<file path="src/rtl/alu_pkg.sv">
// Shared types for the ID->EX issue stage: ALU op codes, MIPS opcode/funct values,
// the decoded-control record and the register-match helper used for hazards and forwarding.
package alu_pkg;

  typedef enum logic [3:0] {
    ALU_NOP   = 4'b0000,
    ALU_ADDU  = 4'b0001,
    ALU_SUBU  = 4'b0010,
    ALU_LUI   = 4'b0011,
    ALU_OR    = 4'b0100,
    ALU_PASSA = 4'b0101,
    ALU_JAL   = 4'b1001
  } alu_op_t;

  localparam logic [5:0] OPC_RTYPE = 6'h00;
  localparam logic [5:0] OPC_JAL   = 6'h03;
  localparam logic [5:0] OPC_BEQ   = 6'h04;
  localparam logic [5:0] OPC_ORI   = 6'h0D;
  localparam logic [5:0] OPC_LUI   = 6'h0F;
  localparam logic [5:0] OPC_LW    = 6'h23;
  localparam logic [5:0] OPC_SW    = 6'h2B;

  localparam logic [5:0] FN_JR     = 6'h08;
  localparam logic [5:0] FN_ADDU   = 6'h21;
  localparam logic [5:0] FN_SUBU   = 6'h23;

  typedef enum logic [2:0] {B_ZERO, B_RT, B_ZIMM, B_SIMM, B_PC} b_sel_t;
  typedef enum logic [1:0] {D_NONE, D_RD, D_RT, D_RA} d_sel_t;

  typedef struct packed {
    alu_op_t op;
    logic    a_rs;
    b_sel_t  b_sel;
    d_sel_t  d_sel;
    logic    is_load;
    logic    is_store;
    logic    jr;
    logic    branch;
  } ctrl_t;

  // Register 0 is hard-wired, so it never matches a producer.
  function automatic logic src_hit(input logic vld, input logic [4:0] dst, input logic [4:0] idx);
    return vld && (idx != 5'd0) && (dst == idx);
  endfunction

endpackage

</file>
<file path="src/rtl/alu_ctrl_decode.sv">
// Combinational MIPS decoder: opcode/funct -> control record, source-usage flags and illegal flag.
module alu_ctrl_decode
  import alu_pkg::*;
(
  input  logic [5:0] i_opcode,
  input  logic [5:0] i_funct,
  output ctrl_t      o_ctrl,
  output logic       o_uses_rs,
  output logic       o_uses_rt,
  output logic       o_illegal
);

  always_comb begin
    o_ctrl    = '0;
    o_uses_rs = 1'b0;
    o_uses_rt = 1'b0;
    o_illegal = 1'b0;
    case (i_opcode)
      OPC_RTYPE: begin
        case (i_funct)
          FN_ADDU, FN_SUBU: begin
            o_ctrl.op    = (i_funct == FN_ADDU) ? ALU_ADDU : ALU_SUBU;
            o_ctrl.a_rs  = 1'b1;
            o_ctrl.b_sel = B_RT;
            o_ctrl.d_sel = D_RD;
            o_uses_rs    = 1'b1;
            o_uses_rt    = 1'b1;
          end
          FN_JR: begin
            o_ctrl.op   = ALU_PASSA;
            o_ctrl.a_rs = 1'b1;
            o_ctrl.jr   = 1'b1;
            o_uses_rs   = 1'b1;
          end
          default: o_illegal = 1'b1;
        endcase
      end
      OPC_ORI: begin
        o_ctrl.op    = ALU_OR;
        o_ctrl.a_rs  = 1'b1;
        o_ctrl.b_sel = B_ZIMM;
        o_ctrl.d_sel = D_RT;
        o_uses_rs    = 1'b1;
      end
      OPC_LUI: begin
        o_ctrl.op    = ALU_LUI;
        o_ctrl.b_sel = B_ZIMM;
        o_ctrl.d_sel = D_RT;
      end
      OPC_LW: begin
        o_ctrl.op      = ALU_ADDU;
        o_ctrl.a_rs    = 1'b1;
        o_ctrl.b_sel   = B_SIMM;
        o_ctrl.d_sel   = D_RT;
        o_ctrl.is_load = 1'b1;
        o_uses_rs      = 1'b1;
      end
      OPC_SW: begin
        // rt is the store data, so it is a source even though B carries the offset
        o_ctrl.op       = ALU_ADDU;
        o_ctrl.a_rs     = 1'b1;
        o_ctrl.b_sel    = B_SIMM;
        o_ctrl.is_store = 1'b1;
        o_uses_rs       = 1'b1;
        o_uses_rt       = 1'b1;
      end
      OPC_BEQ: begin
        o_ctrl.op     = ALU_SUBU;
        o_ctrl.a_rs   = 1'b1;
        o_ctrl.b_sel  = B_RT;
        o_ctrl.branch = 1'b1;
        o_uses_rs     = 1'b1;
        o_uses_rt     = 1'b1;
      end
      OPC_JAL: begin
        o_ctrl.op    = ALU_JAL;
        o_ctrl.b_sel = B_PC;
        o_ctrl.d_sel = D_RA;
      end
      default: o_illegal = 1'b1;
    endcase
  end

endmodule

</file>
<file path="src/rtl/alu_issue_stage.sv">
// ID->EX issue stage: decode, regfile read, hazard stall and ID/EX register, one-cycle latency.
// ALU_FWD_EN: forward from EX/MEM and MEM/WB and stall only on load-use; otherwise stall on any in-flight producer.
module alu_issue_stage
  import alu_pkg::*;
#(
  parameter int XLEN    = 32,
  parameter int RADDR_W = 5
) (
  input  logic               clk,
  input  logic               rst,
  input  logic               in_valid,
  output logic               in_ready,
  input  logic [31:0]        in_instr,
  input  logic [XLEN-1:0]    in_pc,
  input  logic               flush,
  output logic [RADDR_W-1:0] rf_raddr1,
  output logic [RADDR_W-1:0] rf_raddr2,
  input  logic [XLEN-1:0]    rf_rdata1,
  input  logic [XLEN-1:0]    rf_rdata2,
  input  logic               mem_valid,
  input  logic [RADDR_W-1:0] mem_dst,
  input  logic [XLEN-1:0]    mem_result,
  input  logic               wb_valid,
  input  logic [RADDR_W-1:0] wb_dst,
  input  logic [XLEN-1:0]    wb_result,
  output logic               out_valid,
  output logic [3:0]         out_op,
  output logic [XLEN-1:0]    out_a,
  output logic [XLEN-1:0]    out_b,
  output logic [RADDR_W-1:0] out_dst,
  output logic               out_is_load,
  output logic               out_is_store,
  output logic [XLEN-1:0]    out_sdata,
  output logic               out_jr,
  output logic               out_branch,
  output logic               illegal
);

  logic [4:0]         w_rs, w_rt, w_rd;
  logic [XLEN-1:0]    w_zimm, w_simm, w_src1, w_src2;
  ctrl_t              w_ctrl;
  logic               w_uses_rs, w_uses_rt, w_illegal;
  logic               w_haz_rs, w_haz_rt, w_stall, w_issue;

  logic               r_valid, r_is_load, r_is_store, r_jr, r_branch, r_illegal;
  alu_op_t            r_op;
  logic [XLEN-1:0]    r_a, r_b, r_sdata;
  logic [RADDR_W-1:0] r_dst;

  alu_op_t            w_n_op;
  logic [XLEN-1:0]    w_n_a, w_n_b, w_n_sdata;
  logic [RADDR_W-1:0] w_n_dst;

  assign w_rs   = in_instr[25:21];
  assign w_rt   = in_instr[20:16];
  assign w_rd   = in_instr[15:11];
  assign w_zimm = {{(XLEN-16){1'b0}}, in_instr[15:0]};
  assign w_simm = {{(XLEN-16){in_instr[15]}}, in_instr[15:0]};

  assign rf_raddr1 = w_rs;
  assign rf_raddr2 = w_rt;

  alu_ctrl_decode u_decode (
    .i_opcode  (in_instr[31:26]),
    .i_funct   (in_instr[5:0]),
    .o_ctrl    (w_ctrl),
    .o_uses_rs (w_uses_rs),
    .o_uses_rt (w_uses_rt),
    .o_illegal (w_illegal)
  );

`ifdef ALU_FWD_EN
  // EX/MEM is younger than MEM/WB, so it takes priority
  assign w_src1   = src_hit(mem_valid, mem_dst, w_rs) ? mem_result :
                    src_hit(wb_valid, wb_dst, w_rs)   ? wb_result  : rf_rdata1;
  assign w_src2   = src_hit(mem_valid, mem_dst, w_rt) ? mem_result :
                    src_hit(wb_valid, wb_dst, w_rt)   ? wb_result  : rf_rdata2;
  assign w_haz_rs = src_hit(r_valid & r_is_load, r_dst, w_rs);
  assign w_haz_rt = src_hit(r_valid & r_is_load, r_dst, w_rt);
`else
  logic w_unused_fwd;
  assign w_unused_fwd = ^{mem_result, wb_valid, wb_dst, wb_result};
  assign w_src1   = rf_rdata1;
  assign w_src2   = rf_rdata2;
  // MEM/WB needs no stall: the write-first regfile already returns its value
  assign w_haz_rs = src_hit(r_valid, r_dst, w_rs) | src_hit(mem_valid, mem_dst, w_rs);
  assign w_haz_rt = src_hit(r_valid, r_dst, w_rt) | src_hit(mem_valid, mem_dst, w_rt);
`endif

  assign w_stall  = in_valid & ~flush & ((w_uses_rs & w_haz_rs) | (w_uses_rt & w_haz_rt));
  assign in_ready = ~w_stall;
  assign w_issue  = in_valid & ~flush & ~w_illegal & ~w_stall;

  always_comb begin
    w_n_op    = ALU_NOP;
    w_n_a     = '0;
    w_n_b     = '0;
    w_n_dst   = '0;
    w_n_sdata = '0;
    if (w_issue) begin
      w_n_op = w_ctrl.op;
      w_n_a  = w_ctrl.a_rs ? w_src1 : '0;
      case (w_ctrl.b_sel)
        B_RT:    w_n_b = w_src2;
        B_ZIMM:  w_n_b = w_zimm;
        B_SIMM:  w_n_b = w_simm;
        B_PC:    w_n_b = in_pc;
        default: w_n_b = '0;
      endcase
      case (w_ctrl.d_sel)
        D_RD:    w_n_dst = w_rd;
        D_RT:    w_n_dst = w_rt;
        D_RA:    w_n_dst = 5'd31;
        default: w_n_dst = '0;
      endcase
      w_n_sdata = w_ctrl.is_store ? w_src2 : '0;
    end
  end

  always_ff @(posedge clk or posedge rst) begin
    if (rst) begin
      r_valid    <= 1'b0;
      r_op       <= ALU_NOP;
      r_a        <= '0;
      r_b        <= '0;
      r_dst      <= '0;
      r_is_load  <= 1'b0;
      r_is_store <= 1'b0;
      r_sdata    <= '0;
      r_jr       <= 1'b0;
      r_branch   <= 1'b0;
      r_illegal  <= 1'b0;
    end else begin
      r_valid    <= w_issue;
      r_op       <= w_n_op;
      r_a        <= w_n_a;
      r_b        <= w_n_b;
      r_dst      <= w_n_dst;
      r_is_load  <= w_issue & w_ctrl.is_load;
      r_is_store <= w_issue & w_ctrl.is_store;
      r_sdata    <= w_n_sdata;
      r_jr       <= w_issue & w_ctrl.jr;
      r_branch   <= w_issue & w_ctrl.branch;
      r_illegal  <= in_valid & ~flush & w_illegal;
    end
  end

  assign out_valid    = r_valid;
  assign out_op       = r_op;
  assign out_a        = r_a;
  assign out_b        = r_b;
  assign out_dst      = r_dst;
  assign out_is_load  = r_is_load;
  assign out_is_store = r_is_store;
  assign out_sdata    = r_sdata;
  assign out_jr       = r_jr;
  assign out_branch   = r_branch;
  assign illegal      = r_illegal;

endmodule

</file>
<file path="config.mk">
export PLATFORM = sky130hd
export DESIGN_NAME = alu_issue_stage
export DESIGN_NICKNAME = d
export VERILOG_FILES = /design/src/rtl/alu_pkg.sv /design/src/rtl/alu_ctrl_decode.sv /design/src/rtl/alu_issue_stage.sv
export SDC_FILE = /design/constraint.sdc
export NUM_CORES = 1
export LEC_CHECK = 0
export CAP_MARGIN = 5
export CORE_AREA = 2 2 127 129
export DETAILED_ROUTE_END_ITERATION = 10
export DIE_AREA = 0 0 129 131
export PLACE_DENSITY = 0.84
export SYNTH_ARGS = -nofsm -noshare
export SYNTH_HDL_FRONTEND = slang
export SYNTH_SLANG_ARGS = --single-unit
</file>
<file path="constraint.sdc">
create_clock -name clk -period 5.3 [get_ports clk]
set_clock_uncertainty 0.15 [all_clocks]
set_input_delay 1.06 -clock clk [delete_from_list [all_inputs] [get_ports clk]]
set_output_delay 1.06 -clock clk [all_outputs]
set_load 0.05 [all_outputs]
</file>
==> flow_summary.json, run 1 <==
{
  "die_h_microns": 131,
  "required_ns": 4.09,
  "dp_hpwl_mm": 13.1,
  "fin_cells": 920,
  "grt_pass1_wl_mm": 27.6,
  "yosysTopAreaCellShare": 0.509,
  "cts.sinks": 111,
  "cts_hold_buf": 0,
  "post-cts-setup-buffers": 0,
  "synth_most_common_cell": "dfrtp_1",
  "grt_overflow_total": 0,
  "grt_usage": 0.215,
  "initial_core_util": 0.350,
  "drive_gt1_frac": 0.0980,
  "wl_per_cell_microns": 19.9,
  "slew_headroom": 0.248,
  "cts_tree": "yes",
  "finalPower_w": 0.00180,
  "setup_viol": 0,
  "ir_drop_mv": 0.175,
  "nNetsFinal": 908,
  "worst_pin_slew_ns": 1.13,
  "place_congestion": 0.895,
  "finalInstanceArea_sq_um": 8370,
  "p_clk_frac": 0.403,
  "syn_nets": 688,
  "ys_ff_latch": 111,
  "cts_resized": 0,
  "clk_latency_ns": 0.35,
  "slew_viol_final": 0,
  "power_leakage_nw": 3.13,
  "p_sw_frac": 0.227,
  "cp-start-kind": "input pin",
  "drtAntennaViolNets": 0,
  "tns_ns": 0,
  "async_flop_share": 1.00,
  "path_class": "input pin to primary output",
  "vias": 5015,
  "dp_cells": 905,
  "synthTopCellsByCount": "dfrtp_1, nor4_1, nand2_1",
  "placed_area_sq_um": 8060,
  "hold_path.class": "input pin to async pin",
  "cp.arrival_ns": 3.17,
  "area_growth_pct": 53.4,
  "p_int_w": 0.00139,
  "switching_power_w": 0.000409,
  "ys_top_cells_by_area": "dfrtp_1, nor4_1, nand2_1",
  "worst_setup_path_end_kind": "primary output",
  "fmax_mhz": 228,
  "synthesis.instances": 480,
  "core.rowCount": 46,
  "seqPwrFrac": 0.470,
  "antenna_cells": 0,
  "die_x_microns": 129,
  "drt_iter0_drc": 311,
  "p_comb_frac": 0.127,
  "synth.distinct_cells": 57,
  "root_buffer": "clkbuf_16",
  "drv_cap": 0,
  "portBuffers": 259,
  "die_area_sq_um": 16900,
  "dr.pass1.iters": 5,
  "clkTransAtPathRegs_ns": 0.07,
  "period_minus_slack_ns": 4.38,
  "avgSynthCellArea_sq_um": 11.4,
  "finalHoldViolCount": 0,
  "r2r_setup_slack_ns": 2.28,
  "cts_buffers": 9,
  "status": "complete, no violations",
  "period_share": 0.827,
  "ys_seq_area_frac": 0.509,
  "synth-edff-count": 0,
  "powerDensity_nw_per_um2": 215,
  "grt_pass1_vias": 4912,
  "grt_max_degree": 95,
  "yosysWarnings": 0,
  "crit_fanout": 15,
  "antenna_found_initial": 0,
  "clockBufferDepth": 2,
  "cts-htree-levels": 3,
  "final_util": 0.537,
  "rsz0062_at_grt": "no",
  "syn_area_sq_um": 5460,
  "synth_top_area_cell": "dfrtp_1",
  "io_pins": 330,
  "post-route-drc-count": 0,
  "wl_mm": 18.3,
  "core_region_area_sq_um": 15600,
  "vias_per_cell": 5.45,
  "ys.flop_type": "dfrtp_1"
}
==> cell families (layout without fill, tap and decap cells) <==
family                 count (synthesis)  after routing  share of synthesized area
flip-flops                           111            111                      0.509
AO/OA/AOI/OAI                         96             96                      0.148
XOR/XNOR                              21             21                     0.0337
buffers and inverters                 66            290                     0.0727
AND/OR/NAND/NOR                      186            186                      0.237
==> per-stage QoR <==
stage | hold slack [ns] | setup slack (ns)
6_report | 0.963 | 0.916
5_1_grt | 1.02 | 0.788
4_1_cts | 0.967 | 0.929
3_5_place_dp | 1.05 | 0.938
3_3_place_gp | 1.04 | 0.970
2_1_floorplan | 1.02 | 1.16
==> cell type report <==
class                   instances  area [sq um]
fillers                      1372          7230
flip-flops and latches        111          2780
repair buffers                271          2680
multi-input cells             303          2310
well taps                     216           270
clock buffers                  11           243
clock inverters                 4          70.1
inverters                       4          17.5
==> layout by cell type (no fill, tap or decap), drive strengths merged, types with 5 or more instances in the layout <==
master | netlist | layout
o2bb2a | 5 | 5
dfrtp | 111 | 111
a211oi | 16 | 16
o21ai | 21 | 21
a21boi | 16 | 16
clkdlybuf4s50 | 0 | 258
nor4 | 65 | 65
nor2 | 6 | 6
nor4b | 34 | 34
clkbuf | 17 | 11
nand2 | 53 | 53
a21oi | 6 | 6
a222oi | 15 | 15
buf | 45 | 13
xor2 | 17 | 17
==> worst paths after layout <==
kind                         startpoint         to  cells past startpoint
setup / recovery           in_instr[27]   in_ready                      6
min in group clk              out_valid  out_b[30]                      3
hold / removal                      rst  out_b[23]                      2
setup reg to reg             out_dst[4]  out_b[10]                      6
hold reg to reg               out_valid  out_b[30]                      3
max in group asynchronous           rst   out_b[9]                      3
==> state kept, by name (all words and copies together), names as in the netlist <==
signal,flops
out_sdata,32
out_op,4
out_is_store,1
out_jr,1
illegal,1
out_dst,5
out_branch,1
out_is_load,1
out_b,32
out_a,32
out_valid,1
==> metal layers <==
| metal | track usage | up-vias | part of all wire |
|---|---|---|---|
| met5 | 0 | - | 0 |
| met4 | 0.0895 | 0 | 0.031 |
| met3 | 0.0688 | 43 | 0.10 |
| met2 | 0.357 | 309 | 0.48 |
| met1 | 0.260 | 2404 | 0.38 |
| li1 | - | 2259 | - |
==> worst max-delay path: stages <==
cell and delay, ns:
clkdlybuf4s50_1 0.79, nand4b_1 0.24, or3b_1 0.48, a311oi_4 0.26, o21ai_1 0.09, buf_4 0.24
==> power by group through the flow <==
stage | logic, W | registers [W] | clock network [W]
floorplan | 0.0000877 | 0.000868 | 0
global placement | 0.000226 | 0.000864 | 0
detailed placement | 0.000229 | 0.000864 | 0
CTS | 0.000230 | 0.000848 | 0.000749
global route | 0.000245 | 0.000848 | 0.000782
finish | 0.000229 | 0.000848 | 0.000726
Power figures use the tool's default switching activity.
==> run 2: changes to the inputs <==
==> constraint.sdc (replaced) <==
create_clock -name clk -period 4.3 [get_ports clk]
set_clock_uncertainty 0.15 [all_clocks]
set_input_delay 0.86 -clock clk [delete_from_list [all_inputs] [get_ports clk]]
set_output_delay 0.86 -clock clk [all_outputs]
set_load 0.05 [all_outputs]
==> run 2 against run 1 <==
  * Routed wire length grew 0.12%
  * Count of clock-buffer cells in the layout is the same
  * Cell count grew 0.98%
  * Global-route usage is essentially flat
  * Flip-flop and latch count is the same
  * Sequential power grew 23%
  * First-iteration DRC count shrank 0.32%
  * Non-clock buffer count grew 8
  * Sequential share of layout area shrank 0.29 points
  * Critical path type unchanged
  * Critical endpoint unchanged
  * Highest routed layer unchanged
==> flow_summary.json, run 2 (synthesis results as in run 1) <==
{
  "slew_headroom": 0.249,
  "hold_path.startpoint": "rf_rdata2[16]",
  "place_congestion": 0.866,
  "portBuffers": 259,
  "period_share": 0.914,
  "root_buffer": "clkbuf_16",
  "required_ns": 3.29,
  "tns_ns": 0,
  "dp_hpwl_mm": 13.2,
  "clockBufferDepth": 2,
  "dp_cells": 913,
  "cpPeakStageDelay_ns": 0.64,
  "grt_pass1_wl_mm": 27.6,
  "die_area_sq_um": 16900,
  "cp.arrival_ns": 2.92,
  "clkTransAtPathRegs_ns": 0.07,
  "nFillCells": 1350,
  "crit_family": "simple AND/OR/NAND/NOR gates",
  "worstSetupStartpoint": "in_instr[29]",
  "ir_drop_mv": 0.162,
  "clk_latency_ns": 0.35,
  "rsz0062_at_grt": "no",
  "power_leakage_nw": 3.16,
  "p_int_w": 0.00171,
  "status": "complete, no violations",
  "dr.pass1.iters": 6,
  "powerDensity_nw_per_um2": 264,
  "worst-path-buf-inv": 2,
  "fin_cells": 929,
  "grt_pass1_vias": 5137,
  "vias_per_cell": 5.43,
  "multi_input_area_sq_um": 2310,
  "finalHoldViolCount": 0,
  "final.setup.worst_slack_ns": 0.371,
  "p_clk_frac": 0.403,
  "drt_iter0_drc": 310,
  "seqPwrFrac": 0.469,
  "wl_per_cell_microns": 19.7,
  "initial_core_util": 0.350,
  "worst_setup_path_end_kind": "primary output",
  "cts-htree-levels": 3,
  "cts.sinks": 111,
  "grt_usage": 0.216,
  "cts_tree": "yes",
  "wl_mm": 18.3,
  "p_sw_frac": 0.232,
  "core.rowCount": 46,
  "pre_cts_slack_ns": 0.267,
  "core_region_area_sq_um": 15600,
  "p_comb_frac": 0.128,
  "drv_cap": 0,
  "r2r-start": "out_dst[4]",
  "setup_viol": 0,
  "antenna_found_initial": 1,
  "nNetsFinal": 916,
  "seq_area_sq_um": 2780,
  "vias": 5040,
  "antenna_cells": 0,
  "worst_pin_slew_ns": 1.13,
  "hold_path.class": "input pin to register",
  "cp-start-kind": "input pin",
  "io_pins": 330,
  "drive_gt1_frac": 0.108,
  "crit_chain": "clkdlybuf4s50_1 > nor4_4 > nand2_1 > o22a_2 > nor3_4 > o21ai_1 > buf_4",
  "hold_slack_ns": 0.905,
  "drtAntennaViolNets": 0,
  "grt_overflow_total": 0,
  "post-route-drc-count": 0,
  "fmax_mhz": 255,
  "slowest_stage": "clkdlybuf4s50_1",
  "cts_resized": 0,
  "path_class": "input pin to primary output",
  "switching_power_w": 0.000517,
  "final_cell_mix": "clkdlybuf4s50_1, dfrtp_1, nor4_1",
  "post-cts-setup-buffers": 0,
  "slew_viol_final": 0,
  "die_h_microns": 131,
  "final_common_cell": "clkdlybuf4s50_1",
  "grt_max_degree": 95,
  "cts_hold_buf": 0,
  "crit_fanout": 12,
  "period_minus_slack_ns": 3.93,
  "cts_buffers": 9,
  "area_growth_pct": 54.8,
  "die_x_microns": 129
}
[run 2: cell types whose count changed in the layout (fill, tap and decap cells not counted), sizes merged]
cell,change
buf,+8
clkinv,-2
clkinvlp,+3
[run 2: worst min-delay path, delay by kind of cell]
kind	cells	cell delay, ns
and+or+nand+nor	2	0.10
buffers and inverters	1	0.41
[run 2: worst paths after layout]
check | endpoint | slack, ns | cells after the start
setup / recovery | in_ready | 0.37 | 7
hold reg to reg | out_b[17] | 1.05 | 3
max in group asynchronous | out_dst[0] | 2.20 | 3
min in group asynchronous | out_a[3] | 0.94 | 2
hold / removal | out_sdata[16] | 0.91 | 3
setup reg to reg | out_b[10] | 1.29 | 6
[run 2: area by class of cell]
cell class	instances	area share
clock buffers	11	0.0276
clock inverters	5	0.00978
inverters	4	0.00207
multi-input cells	303	0.274
flip-flops and latches	111	0.329
well taps	216	0.0320
repair buffers	279	0.326
[run 2: power groups by stage]
stage          logic, W  registers (W)  clock network [W]
3_5_place_dp   0.000286        0.00107                  0
3_3_place_gp   0.000283        0.00107                  0
5_1_grt        0.000306        0.00104           0.000951
4_1_cts        0.000287        0.00104           0.000916
2_1_floorplan  0.000108        0.00107                  0
6_report       0.000286        0.00104           0.000897
[run 2: metal layers]
| metal | track usage | up-vias | share of wire |
|---|---|---|---|
| met2 | 0.369 | 277 | 0.49 |
| li1 | - | 2267 | - |
| met1 | 0.248 | 2449 | 0.39 |
| met3 | 0.0635 | 47 | 0.089 |
| met4 | 0.107 | 0 | 0.037 |
| met5 | 0 | - | 0 |
[run 2: per-stage QoR]
stage,total power [W],instance area (sq um),util
after floorplan,0.00118,5460,-
after global placement,0.00135,8130,0.521
after detailed placement,0.00135,8130,0.521
after CTS,0.00225,8450,0.542
after global routing,0.00230,8450,0.542
final,0.00223,8450,0.542
==> run 3: changes to the inputs <==
--- a/config.mk
+++ b/config.mk
@@ -5,11 +5,13 @@
 export SDC_FILE = /design/constraint.sdc
 export NUM_CORES = 1
 export LEC_CHECK = 0
-export CAP_MARGIN = 5
-export CORE_AREA = 2 2 127 129
+export CAP_MARGIN = 20
+export CORE_AREA = 2 2 129 131
 export DETAILED_ROUTE_END_ITERATION = 10
-export DIE_AREA = 0 0 129 131
-export PLACE_DENSITY = 0.84
+export DIE_AREA = 0 0 131 133
+export HOLD_SLACK_MARGIN = 0.03
+export PLACE_DENSITY = 0.79
 export SYNTH_ARGS = -nofsm -noshare
 export SYNTH_HDL_FRONTEND = slang
+export SYNTH_HIERARCHICAL = 1
 export SYNTH_SLANG_ARGS = --single-unit
==> run 3 against run 2 <==
  * Critical path depth unchanged
  * Cell count up 6.2%
  * Setup slack better by 0.047 ns
  * Die area up 3.1%
  * Sequential share of layout area up 1.2 points
  * Non-clock buffer count up 2
  * Synthesized cell count up 10%
  * Combinational power down 1%
  * Total power down 1.5%
  * Routed wire length down 6.7%
  * Synthesized area down 7.6%
  * Critical path type unchanged
==> flow_summary.json, run 3 <==
{
  "ys_seq_area_frac": 0.551,
  "die_area_sq_um": 17400,
  "p_sw_frac": 0.244,
  "slew_viol_final": 0,
  "path_class": "input pin to primary output",
  "nNetsFinal": 970,
  "portBuffers": 259,
  "crit_fanout": 8,
  "clk_latency_ns": 0.35,
  "grt_pass1_vias": 4843,
  "fmax_mhz": 258,
  "hold_slack_ns": 0.873,
  "synth_most_common_cell": "dfrtp_1",
  "place_congestion": 0.853,
  "initial_core_util": 0.312,
  "grt_max_degree": 111,
  "r2r_setup_slack_ns": 2.30,
  "grt_overflow_total": 0,
  "period_share": 0.903,
  "die_h_microns": 133,
  "power_leakage_nw": 3.42,
  "antenna_found_initial": 0,
  "worst_pin_slew_ns": 0.845,
  "syn_area_sq_um": 5040,
  "finalPower_w": 0.00219,
  "syn_nets": 737,
  "clockBufferDepth": 2,
  "wl_mm": 17.1,
  "grt_pass1_wl_mm": 26.2,
  "synth.distinct_cells": 43,
  "cts_hold_buf": 0,
  "required_ns": 3.29,
  "r2r-start": "out_dst[4]",
  "tns_ns": 0,
  "final_cell_mix": "clkdlybuf4s50_1, dfrtp_1, nor2_1",
  "cts_resized": 0,
  "synth-edff-count": 0,
  "io_pins": 330,
  "drive_gt1_frac": 0.0730,
  "synthTopCellsByCount": "dfrtp_1, nor2_1, nand3_1",
  "hold_path.class": "input pin to async pin",
  "seqPwrFrac": 0.476,
  "die_x_microns": 131,
  "post-route-drc-count": 0,
  "cp.arrival_ns": 2.87,
  "clkTransAtPathRegs_ns": 0.07,
  "switching_power_w": 0.000536,
  "worst_setup_path_end_kind": "primary output",
  "ys.flop_type": "dfrtp_1",
  "synthesis.instances": 529,
  "p_comb_frac": 0.129,
  "status": "complete, no violations",
  "powerDensity_nw_per_um2": 269,
  "avgSynthCellArea_sq_um": 9.53,
  "wl_per_cell_microns": 17.3,
  "antenna_cells": 0,
  "synth_top_area_cell": "dfrtp_1",
  "p_clk_frac": 0.395,
  "ir_drop_mv": 0.162,
  "core.rowCount": 47,
  "drt_iter0_drc": 263,
  "cts_tree": "yes",
  "drtAntennaViolNets": 0,
  "ys_top_cells_by_area": "dfrtp_1, nor2_1, nand3_1",
  "setup_viol": 0,
  "final_common_cell": "clkdlybuf4s50_1",
  "ys_ff_latch": 111,
  "p_int_w": 0.00166,
  "nFillCells": 1468,
  "cp-start-kind": "input pin",
  "area_growth_pct": 61.8,
  "grt_usage": 0.196,
  "rsz0062_at_grt": "no",
  "dr.pass1.iters": 5,
  "yosysTopAreaCellShare": 0.551,
  "core_region_area_sq_um": 16200,
  "rr_worst_depth": 6,
  "vias_per_cell": 4.92,
  "r2r_end": "out_a[12]",
  "finalHoldViolCount": 0,
  "cts_buffers": 9,
  "cts.sinks": 111,
  "yosysWarnings": 6,
  "slew_headroom": 0.437,
  "cts-htree-levels": 3,
  "async_flop_share": 1.00,
  "dp_hpwl_mm": 12.1,
  "post-cts-setup-buffers": 0,
  "vias": 4856,
  "root_buffer": "clkbuf_16",
  "drv_cap": 0,
  "period_minus_slack_ns": 3.88
}
[run 3: cell types whose count changed after synthesis, moves of 17 or more]
cell      before  now
clkbuf_1      15   33
xor2_1        17    0
nand3_1        2   66
nor2_1         5   98
nor4_1        54    2
nor3_1         3   33
nand2_1       52   26
nor4b_1       22    2
[run 3: logic make-up (layout without fill, tap and decap cells)]
family / count (synthesis) / count (layout) / share of synthesized area
simple gates: 261 / 261 / 0.249
compound gates: 76 / 76 / 0.105
xor+xnor: 20 / 20 / 0.0347
buf+inv: 61 / 299 / 0.0606
flops: 111 / 111 / 0.551
[run 3: critical path: stages]
cell and delay, ns:
clkdlybuf4s50_1 0.55, or4_4 0.63, nor3_4 0.17, a211o_2 0.17, a32o_4 0.22, nand2_1 0.05, buf_4 0.20
[run 3: final cells by class]
class | instances | area (sq um) | share of cell area
Multi-Input combinational cell | 357 | 1990 | 0.245
Inverter | 2 | 10.0 | 0.00123
Clock buffer | 9 | 225 | 0.0276
Clock inverter | 7 | 81.3 | 0.00997
Timing Repair Buffer | 281 | 2790 | 0.342
Sequential cell | 111 | 2780 | 0.341
Tap cell | 220 | 275 | 0.0337
[run 3: power by group through the flow]
| stage | combinational [W] | sequential, W | clock, W |
|---|---|---|---|
| final | 0.000282 | 0.00104 | 0.000868 |
| after global routing | 0.000304 | 0.00104 | 0.000935 |
| after CTS | 0.000285 | 0.00104 | 0.000897 |
| after detailed placement | 0.000284 | 0.00107 | 0 |
| after global placement | 0.000281 | 0.00107 | 0 |
| after floorplan | 0.0000981 | 0.00107 | 0 |
[run 3: per-stage QoR]
step / instances / instance area, sq um / setup WS, ns / utilization
6_report: 987 / 8160 / 0.418 / 0.504
5_1_grt: 987 / 8160 / 0.327 / 0.504
4_1_cts: 987 / 8160 / 0.404 / 0.504
3_5_place_dp: 971 / 7850 / 0.419 / 0.485
3_3_place_gp: 971 / 7850 / 0.430 / 0.485
2_1_floorplan: 529 / 5040 / 0.359 / -
[run 3: routing by layer]
| metal | routed length (microns) | GRT usage | share of wire | vias up |
|---|---|---|---|---|
| met5 | 0 | 0 | 0 | - |
| met4 | 463 | 0.0757 | 0.027 | 0 |
| met3 | 1390 | 0.0570 | 0.081 | 32 |
| met2 | 8370 | 0.315 | 0.49 | 221 |
| met1 | 6870 | 0.247 | 0.40 | 2318 |
| li1 | - | - | - | 2285 |
[run 3: worst max path at each step]
stage	cells past startpoint	from	end	slack [ns]
2_1_floorplan	1	rst	illegal	0.36
3_5_place_dp	7	in_instr[29]	in_ready	0.42
5_1_grt	7	in_instr[29]	in_ready	0.33
3_3_place_gp	7	in_instr[29]	in_ready	0.43
4_1_cts	7	in_instr[29]	in_ready	0.40
6_report	7	in_instr[29]	in_ready	0.42
